### config.mk
export PLATFORM = sky130hd
export DESIGN_NAME = ram_word_loader
export DESIGN_NICKNAME = d
export VERILOG_FILES = /design/src/rtl/ram_word_loader.sv
export SDC_FILE = /design/constraint.sdc
export NUM_CORES = 1
export LEC_CHECK = 0
export CORE_MARGIN = 5
export CORE_UTILIZATION = 45
export DETAILED_ROUTE_END_ITERATION = 8
export PLACE_DENSITY_LB_ADDON = 0.3
export SLEW_MARGIN = 20
export SYNTH_ARGS = -nofsm -noshare
export SYNTH_HDL_FRONTEND = slang
export SYNTH_SLANG_ARGS = --single-unit
### constraint.sdc
create_clock -name clk -period 2.26 [get_ports clk]
set_input_delay 0.452 -clock clk [delete_from_list [all_inputs] [get_ports clk]]
set_output_delay 0.452 -clock clk [all_outputs]
set_load 0.05 [all_outputs]
### src/rtl/ram_word_loader.sv
// ram_word_loader: packs a B-bit byte stream little-endian into M-bit words and writes them to consecutive RAM addresses.
// Define LOADER_SKIP_ADR0_EN to keep the loader away from address 0, which the RAM hard-wires to zero.
module ram_word_loader #(
  parameter int N = 4,
  parameter int M = 32,
  parameter int B = 8
) (
  input  logic         clk,
  input  logic         rst_n,
  input  logic         start,
  input  logic [N-1:0] base_adr,
  input  logic [N:0]   count,
  input  logic [B-1:0] s_data,
  input  logic         s_valid,
  output logic         s_ready,
  output logic         we,
  output logic [N-1:0] adr,
  output logic [M-1:0] din,
  output logic         busy,
  output logic         done
);
  localparam int K = M / B;
  localparam int KW = K > 1 ? $clog2(K) : 1;
  typedef enum logic [1:0] {IDLE, COLLECT, WRITE, DONE} state_t;
  state_t state, nxt;
  logic [N-1:0] cur_adr, start_adr, next_adr;
  logic [N:0] remaining, start_cnt;
  logic [KW-1:0] bcnt;
  logic [M-1:0] word;
  logic take, last_byte;
`ifdef LOADER_SKIP_ADR0_EN
  assign start_adr = base_adr == '0 ? N'(1) : base_adr;
  assign start_cnt = count[N] ? {1'b0, {N{1'b1}}} : count;
  assign next_adr  = &cur_adr ? N'(1) : cur_adr + N'(1);
`else
  assign start_adr = base_adr;
  assign start_cnt = count;
  assign next_adr  = cur_adr + N'(1);
`endif
  assign take      = state == COLLECT && s_valid;
  assign last_byte = bcnt == KW'(K - 1);
  assign s_ready   = state == COLLECT;
  assign we        = state == WRITE;
  assign busy      = state == COLLECT || state == WRITE;
  assign done      = state == DONE;
  assign adr       = we ? cur_adr : '0;
  assign din       = we ? word : '0;
  always_ff @(posedge clk or negedge rst_n)
    if (!rst_n) state <= IDLE;
    else state <= nxt;
  always_comb begin
    nxt = state;
    case (state)
      IDLE:    if (start) nxt = start_cnt == '0 ? DONE : COLLECT;
      COLLECT: if (take && last_byte) nxt = WRITE;
      WRITE:   nxt = remaining == (N+1)'(1) ? DONE : COLLECT;
      default: nxt = IDLE;
    endcase
  end
  // bcnt wraps to 0 on the last byte, so every word starts collecting at index 0
  always_ff @(posedge clk or negedge rst_n)
    if (!rst_n) begin
      cur_adr   <= '0;
      remaining <= '0;
      bcnt      <= '0;
      word      <= '0;
    end else begin
      if (state == IDLE && start) begin
        cur_adr   <= start_adr;
        remaining <= start_cnt;
        bcnt      <= '0;
      end
      if (take) begin
        word[B*bcnt +: B] <= s_data;
        bcnt              <= last_byte ? '0 : bcnt + KW'(1);
      end
      if (state == WRITE) begin
        cur_adr   <= next_adr;
        remaining <= remaining - (N+1)'(1);
      end
    end
endmodule

# == Yosys cells after proc, flatten, opt, wreduce, memory -nomap -nowiden ==
# Cells that the tools add are included.
# word_totals
wordCells,42
regBits,45
out_inout_bits,40
inputBits,21
# op_classes
n_addsub,4
shift,2
reduce_logical,9
mux,15
n_eq_ne,7
# ops
op,n
5-bit negator with 34-bit output,1
8-bit by 34-bit variable shift with 32-bit output (first input constant),1
8-bit by 34-bit indexed part select with 32-bit output,1
32-bit bitwise mux,1
32-bit 2-to-1 mux,1
2-bit 2-to-1 mux,7
4-bit 2-to-1 mux,3
5-bit 2-to-1 mux,2
2-bit == test (second input constant),3
2-bit one-hot mux with 3 select lines,1
5-bit by 1-bit == test with 1-bit output (second input constant),1
5-bit logical NOT,1
5-bit by 1-bit subtractor with 5-bit output (second input constant),1
4-bit by 1-bit adder with 4-bit output (second input constant),1
2-bit nonzero test,2
1-bit logical AND,3
2-bit by 1-bit adder with 2-bit output (second input constant),1
2-bit by 1-bit == test with 1-bit output (second input constant),1
2-bit logical NOT,1
2-bit by 1-bit != test with 1-bit output (second input constant),1
2-bit != test (second input constant),1
2-bit AND reduction,1
1-bit logical OR,1

# == Longest topological paths before layout ==
# depth
depth_word,5
ltp_mapped,7
ltp_nobuf,6

# == Worst setup path after synthesis ==
# No wires, ideal clock.
# synth_timing
path_kind,register -> output
start,reg state[0]
end,out din[27]
arrival_ns,1.961
path_stages_with_launch,6
n_path_buf,2
setup_slack_ns,-0.153
path_cell_list,dfrtp_1 > inv_1 > ha_1 > clkbuf_1 > clkbuf_1 > and2_1
# synth_between
elab_chain_cells,2
# synth_rtl
item,line_no,rtl
start: declaration,25,"state_t state, nxt;"
start signal: assignment,50,else state <= nxt;
2-bit == test,43,assign we = state == WRITE;
net we,16,"output logic we,"
32-bit 2-to-1 mux,47,assign din = we ? word : '0;
end: declaration,18,"output logic [M-1:0] din,"
# The timed path passes the listed nets, and every way through them passes these cells.

# == Final worst setup path ==
# layout_timing
start,reg state[0]
end,out din[7]
# layout_between
elab_chain_cells,2
# layout_rtl
item,line_no
2-bit == test,43
32-bit 2-to-1 mux,47
# No other way between the ends.

==> flow_results.xml <==
<?xml version="1.0" encoding="UTF-8"?>
<metrics>
  <group name="yosys">
    <metric name="synth_cell_types" unit="">31</metric>
    <metric name="netlist_top_cells_count" unit="">sky130_fd_sc_hd__dfrtp_1, sky130_fd_sc_hd__and2_1, sky130_fd_sc_hd__a22o_1</metric>
    <metric name="synth_top_flop_cell" unit="">sky130_fd_sc_hd__dfrtp_1</metric>
    <metric name="synthesis.nets" unit="">241</metric>
    <metric name="post_synth.cell_area_avg" unit="um^2">11.06</metric>
    <metric name="biggest_area_consumer_among_synthesized_cells" unit="">sky130_fd_sc_hd__dfrtp_1</metric>
    <metric name="synth_enable_flop_cells" unit="">0</metric>
    <metric name="synth_warnings" unit="">0</metric>
    <metric name="netlist_area" unit="mm^2">0.002300</metric>
    <metric name="synth_area_leaders" unit="">sky130_fd_sc_hd__dfrtp_1, sky130_fd_sc_hd__a22o_1, sky130_fd_sc_hd__and2_1, sky130_fd_sc_hd__ha_1, sky130_fd_sc_hd__nand2_1</metric>
    <metric name="synth_adder_area_share" unit="%">6.529</metric>
    <metric name="main_combinational_cell_family_by_area_after_synthesis" unit="">simple AND/OR/NAND/NOR gates</metric>
    <metric name="postSynthCellCount" unit="">208</metric>
    <metric name="yosys-mux-area-fraction" unit="%">2.666</metric>
    <metric name="yosysTopAreaCellShare" unit="%">48.97</metric>
    <metric name="fraction_of_synthesis_flops_using_an_asynchronous_set_or_reset_pin" unit="%">100.0</metric>
    <metric name="synth_xor_xnor_area_share" unit="%">1.523</metric>
    <metric name="synth-compound-area-share" unit="%">17.63</metric>
    <metric name="synth.yosys.seq_area_share" unit="%">48.97</metric>
    <metric name="synth_most_common_cell" unit="">sky130_fd_sc_hd__dfrtp_1</metric>
    <metric name="yosys.area_share.simple" unit="%">19.64</metric>
    <metric name="ys_ff_latch" unit="">45</metric>
  </group>
  <group name="pwr">
    <metric name="power_per_standard_cell_area" unit="mW/mm^2">1023</metric>
    <metric name="power.ir.vdd_worst" unit="V">0.001078</metric>
    <metric name="p_leak" unit="uW">0.001602</metric>
  </group>
  <group name="placed_design">
    <metric name="dp_worst_setup_slack" unit="ns">0.2731</metric>
    <metric name="dp.cells" unit="">334</metric>
    <metric name="dp_hpwl" unit="um">4105</metric>
    <metric name="gpl.final_weighted_congestion" unit="">0.7669</metric>
    <metric name="buffer_ports.inserted" unit="">60</metric>
  </group>
  <group name="die">
    <metric name="core.rowCount" unit="">26</metric>
    <metric name="die_width" unit="um">81.49</metric>
    <metric name="die_h" unit="um">81.49</metric>
    <metric name="initial_core_util" unit="%">45.61</metric>
    <metric name="i_o_pin_count" unit="">61</metric>
    <metric name="design.core.area" unit="mm^2">0.005042</metric>
    <metric name="dieArea" unit="mm^2">0.006640</metric>
  </group>
  <group name="timing">
    <metric name="relative_slew_margins" unit="%">63.79</metric>
    <metric name="fin_tns_setup" unit="ns">0</metric>
    <metric name="finalHoldViolations" unit="">0</metric>
    <metric name="final_max_slew_viol_count" unit="">0</metric>
    <metric name="least_margin_pin_slew" unit="ns">0.5392</metric>
    <metric name="worst_clock_skew" unit="ns">0.007317</metric>
    <metric name="rsz0062_at_grt" unit="">no</metric>
    <metric name="setup_ws" unit="ns">0.1677</metric>
    <metric name="finalCritPeriodShare" unit="%">92.58</metric>
    <metric name="setup-violations-final" unit="">0</metric>
    <metric name="timing.final.crit_period" unit="ns">2.092</metric>
    <metric name="achievable-frequency" unit="MHz">477.9</metric>
  </group>
  <group name="global_route">
    <metric name="overflow" unit="">0</metric>
    <metric name="grt_use_total" unit="%">17.79</metric>
    <metric name="grt_start_max_net_pins" unit="">38</metric>
    <metric name="grt_antenna_before_repair" unit="">0</metric>
    <metric name="grt_pass1_vias" unit="">1854</metric>
    <metric name="grt_pass1_wl" unit="um">9149</metric>
  </group>
  <group name="clock_tree">
    <metric name="cts_tree" unit="">yes</metric>
    <metric name="clkLatencyLatePin" unit="ns">0.30</metric>
    <metric name="cts_root_buffer" unit="">sky130_fd_sc_hd__clkbuf_8</metric>
    <metric name="cts_inserted_buffers" unit="">5</metric>
    <metric name="clock-sinks" unit="">45</metric>
    <metric name="clock_tree.htree_level_count" unit="">2</metric>
    <metric name="worst_setup_hold_path_clk_slew" unit="ns">0.08</metric>
    <metric name="clock_path_buffers" unit="">2</metric>
    <metric name="cts.repair_timing.setup_buffer_count" unit="">0</metric>
  </group>
  <group name="worst_setup_path">
    <metric name="critPathTopFamily" unit="">buffers and inverters</metric>
    <metric name="cp_num_buf_inv" unit="">3</metric>
    <metric name="worst-path-max-fanout" unit="">19</metric>
    <metric name="crit_chain" unit="">inv_1, ha_2, buf_4, and2_1, buf_12</metric>
    <metric name="crit_path_max_incr_delay" unit="ns">0.41</metric>
    <metric name="crit_path_top_delay_cell" unit="">sky130_fd_sc_hd__dfrtp_1</metric>
    <metric name="crit_required" unit="ns">1.81</metric>
    <metric name="cp_data_arrival_time" unit="ns">1.64</metric>
    <metric name="worst_setup_path_end_kind" unit="">output port</metric>
    <metric name="timing_worst_setup_path_type" unit="">flop to output port</metric>
    <metric name="worstSetupStartpointType" unit="">flop</metric>
  </group>
  <group name="finish">
    <metric name="instances_no_fill" unit="">342</metric>
    <metric name="final_nets" unit="">304</metric>
    <metric name="syn2layout_area_growth" unit="%">50.11</metric>
    <metric name="final_layout_size_suffix_gt1_share" unit="%">23.53</metric>
    <metric name="antenna-diode-count" unit="">0</metric>
  </group>
  <group name="drt">
    <metric name="drt-wirelength-per-cell" unit="um">15.88</metric>
    <metric name="wl" unit="um">5432</metric>
    <metric name="routed-via-count" unit="">1841</metric>
    <metric name="viasPerCell" unit="">5.383</metric>
    <metric name="antenna_violating_nets_post_route" unit="">0</metric>
    <metric name="post-route-drc-count" unit="">0</metric>
    <metric name="detail_route.first_pass.iterations" unit="">4</metric>
    <metric name="drt_iter0_markers" unit="">121</metric>
  </group>
  <group name="run_status">
    <metric name="run_status" unit="">finished clean</metric>
  </group>
  <group name="hold_path">
    <metric name="min-delay-path-class" unit="">primary input to asynchronous set/reset pin</metric>
  </group>
  <group name="flow_run">
    <metric name="cap_violations" unit="">0</metric>
  </group>
</metrics>
## layout make-up
class	count	area [um^2]
fill	356	1590
sequential	45	1126
multi-input combinational	146	1112
timing repair buffer	65	1013
tap	70	87.58
clock buffer	6	72.57
inverter	8	30.03
clock inverter	2	10.01
## logic make-up after synthesis
group                    after synthesis
AND/OR/NAND/NOR                       72
XOR/XNOR                               4
flip-flops                            45
AO/OA/AOI/OAI                         52
adder cells (fa/ha/maj)               12
multiplexers                           6
buffers and inverters                 17
## power breakdown
group / switching, uW / internal [uW] / total, uW
registers: 190 / 1070 / 1260
clock network: 262 / 214 / 476
logic: 1010 / 791 / 1800
## per-stage QoR
| step | cell area, um^2 | util, % | hold WS (ns) | power [uW] |
|---|---|---|---|---|
| 5_1_grt | 3452 | 68.46 | 0.1284 | 3768 |
| 3_5_place_dp | 3367 | 66.77 | 0.4335 | 3068 |
| 2_1_floorplan | 2308 | - | 0.1564 | 2458 |
| 6_report | 3452 | 68.46 | 0.09639 | 3532 |
| 4_1_cts | 3450 | 68.41 | 0.1103 | 3559 |
| 3_3_place_gp | 3367 | 66.77 | 0.4293 | 3008 |
## metal layers
layer | global-route usage [%] | vias to the layer above | share of wire, % | wire length [um]
li1 | - | 864 | - | -
met1 | 24.49 | 916 | 44 | 2412
met2 | 27.85 | 52 | 49 | 2642
met5 | 0 | - | 0 | 0
met3 | 3.838 | 9 | 5.4 | 294
met4 | 5.912 | 0 | 1.5 | 82
## sequential cells by signal, summed over array words and instances (netlist names)
name and count:
word 32, remaining 5, state 2, cur_adr 4, bcnt 2
## cells in the final DEF (no fill, tap or decap), types with 5 or more instances in the layout
| master | instances |
|---|---|
| sky130_fd_sc_hd__ha_1 | 11 |
| sky130_fd_sc_hd__clkbuf_8 | 5 |
| sky130_fd_sc_hd__and2_1 | 32 |
| sky130_fd_sc_hd__and2_2 | 5 |
| sky130_fd_sc_hd__dfrtp_1 | 45 |
| sky130_fd_sc_hd__inv_1 | 8 |
| sky130_fd_sc_hd__buf_4 | 6 |
| sky130_fd_sc_hd__mux2i_1 | 5 |
| sky130_fd_sc_hd__a21oi_1 | 6 |
| sky130_fd_sc_hd__nand2_1 | 17 |
| sky130_fd_sc_hd__buf_12 | 38 |
| sky130_fd_sc_hd__a22o_1 | 32 |
| sky130_fd_sc_hd__clkdlybuf4s50_1 | 19 |
## repair_timing
action	in CTS	in global routing
resized for setup	0	1
setup endpoints to repair	0	1
hold buffers	0	0
## final timing paths
kind | from | endpoint | slack [ns] | cells after the start
worst max-delay path | state[0]$_DFFE_PN0P_ | din[7] | 0.17 | 5
min in group clk | word[14]$_DFFE_PN0P_ | word[14]$_DFFE_PN0P_ | 0.50 | 1
max in group asynchronous | rst_n | word[25]$_DFFE_PN0P_ | 1.59 | 2
worst min-delay path | rst_n | remaining[0]$_DFFE_PN0P_ | 0.1 | 1
worst min register to register | word[14]$_DFFE_PN0P_ | word[14]$_DFFE_PN0P_ | 0.50 | 1
worst max register to register | state[1]$_DFFE_PN0P_ | word[16]$_DFFE_PN0P_ | 0.38 | 6
No activity file was read; power rests on OpenSTA's default activity.
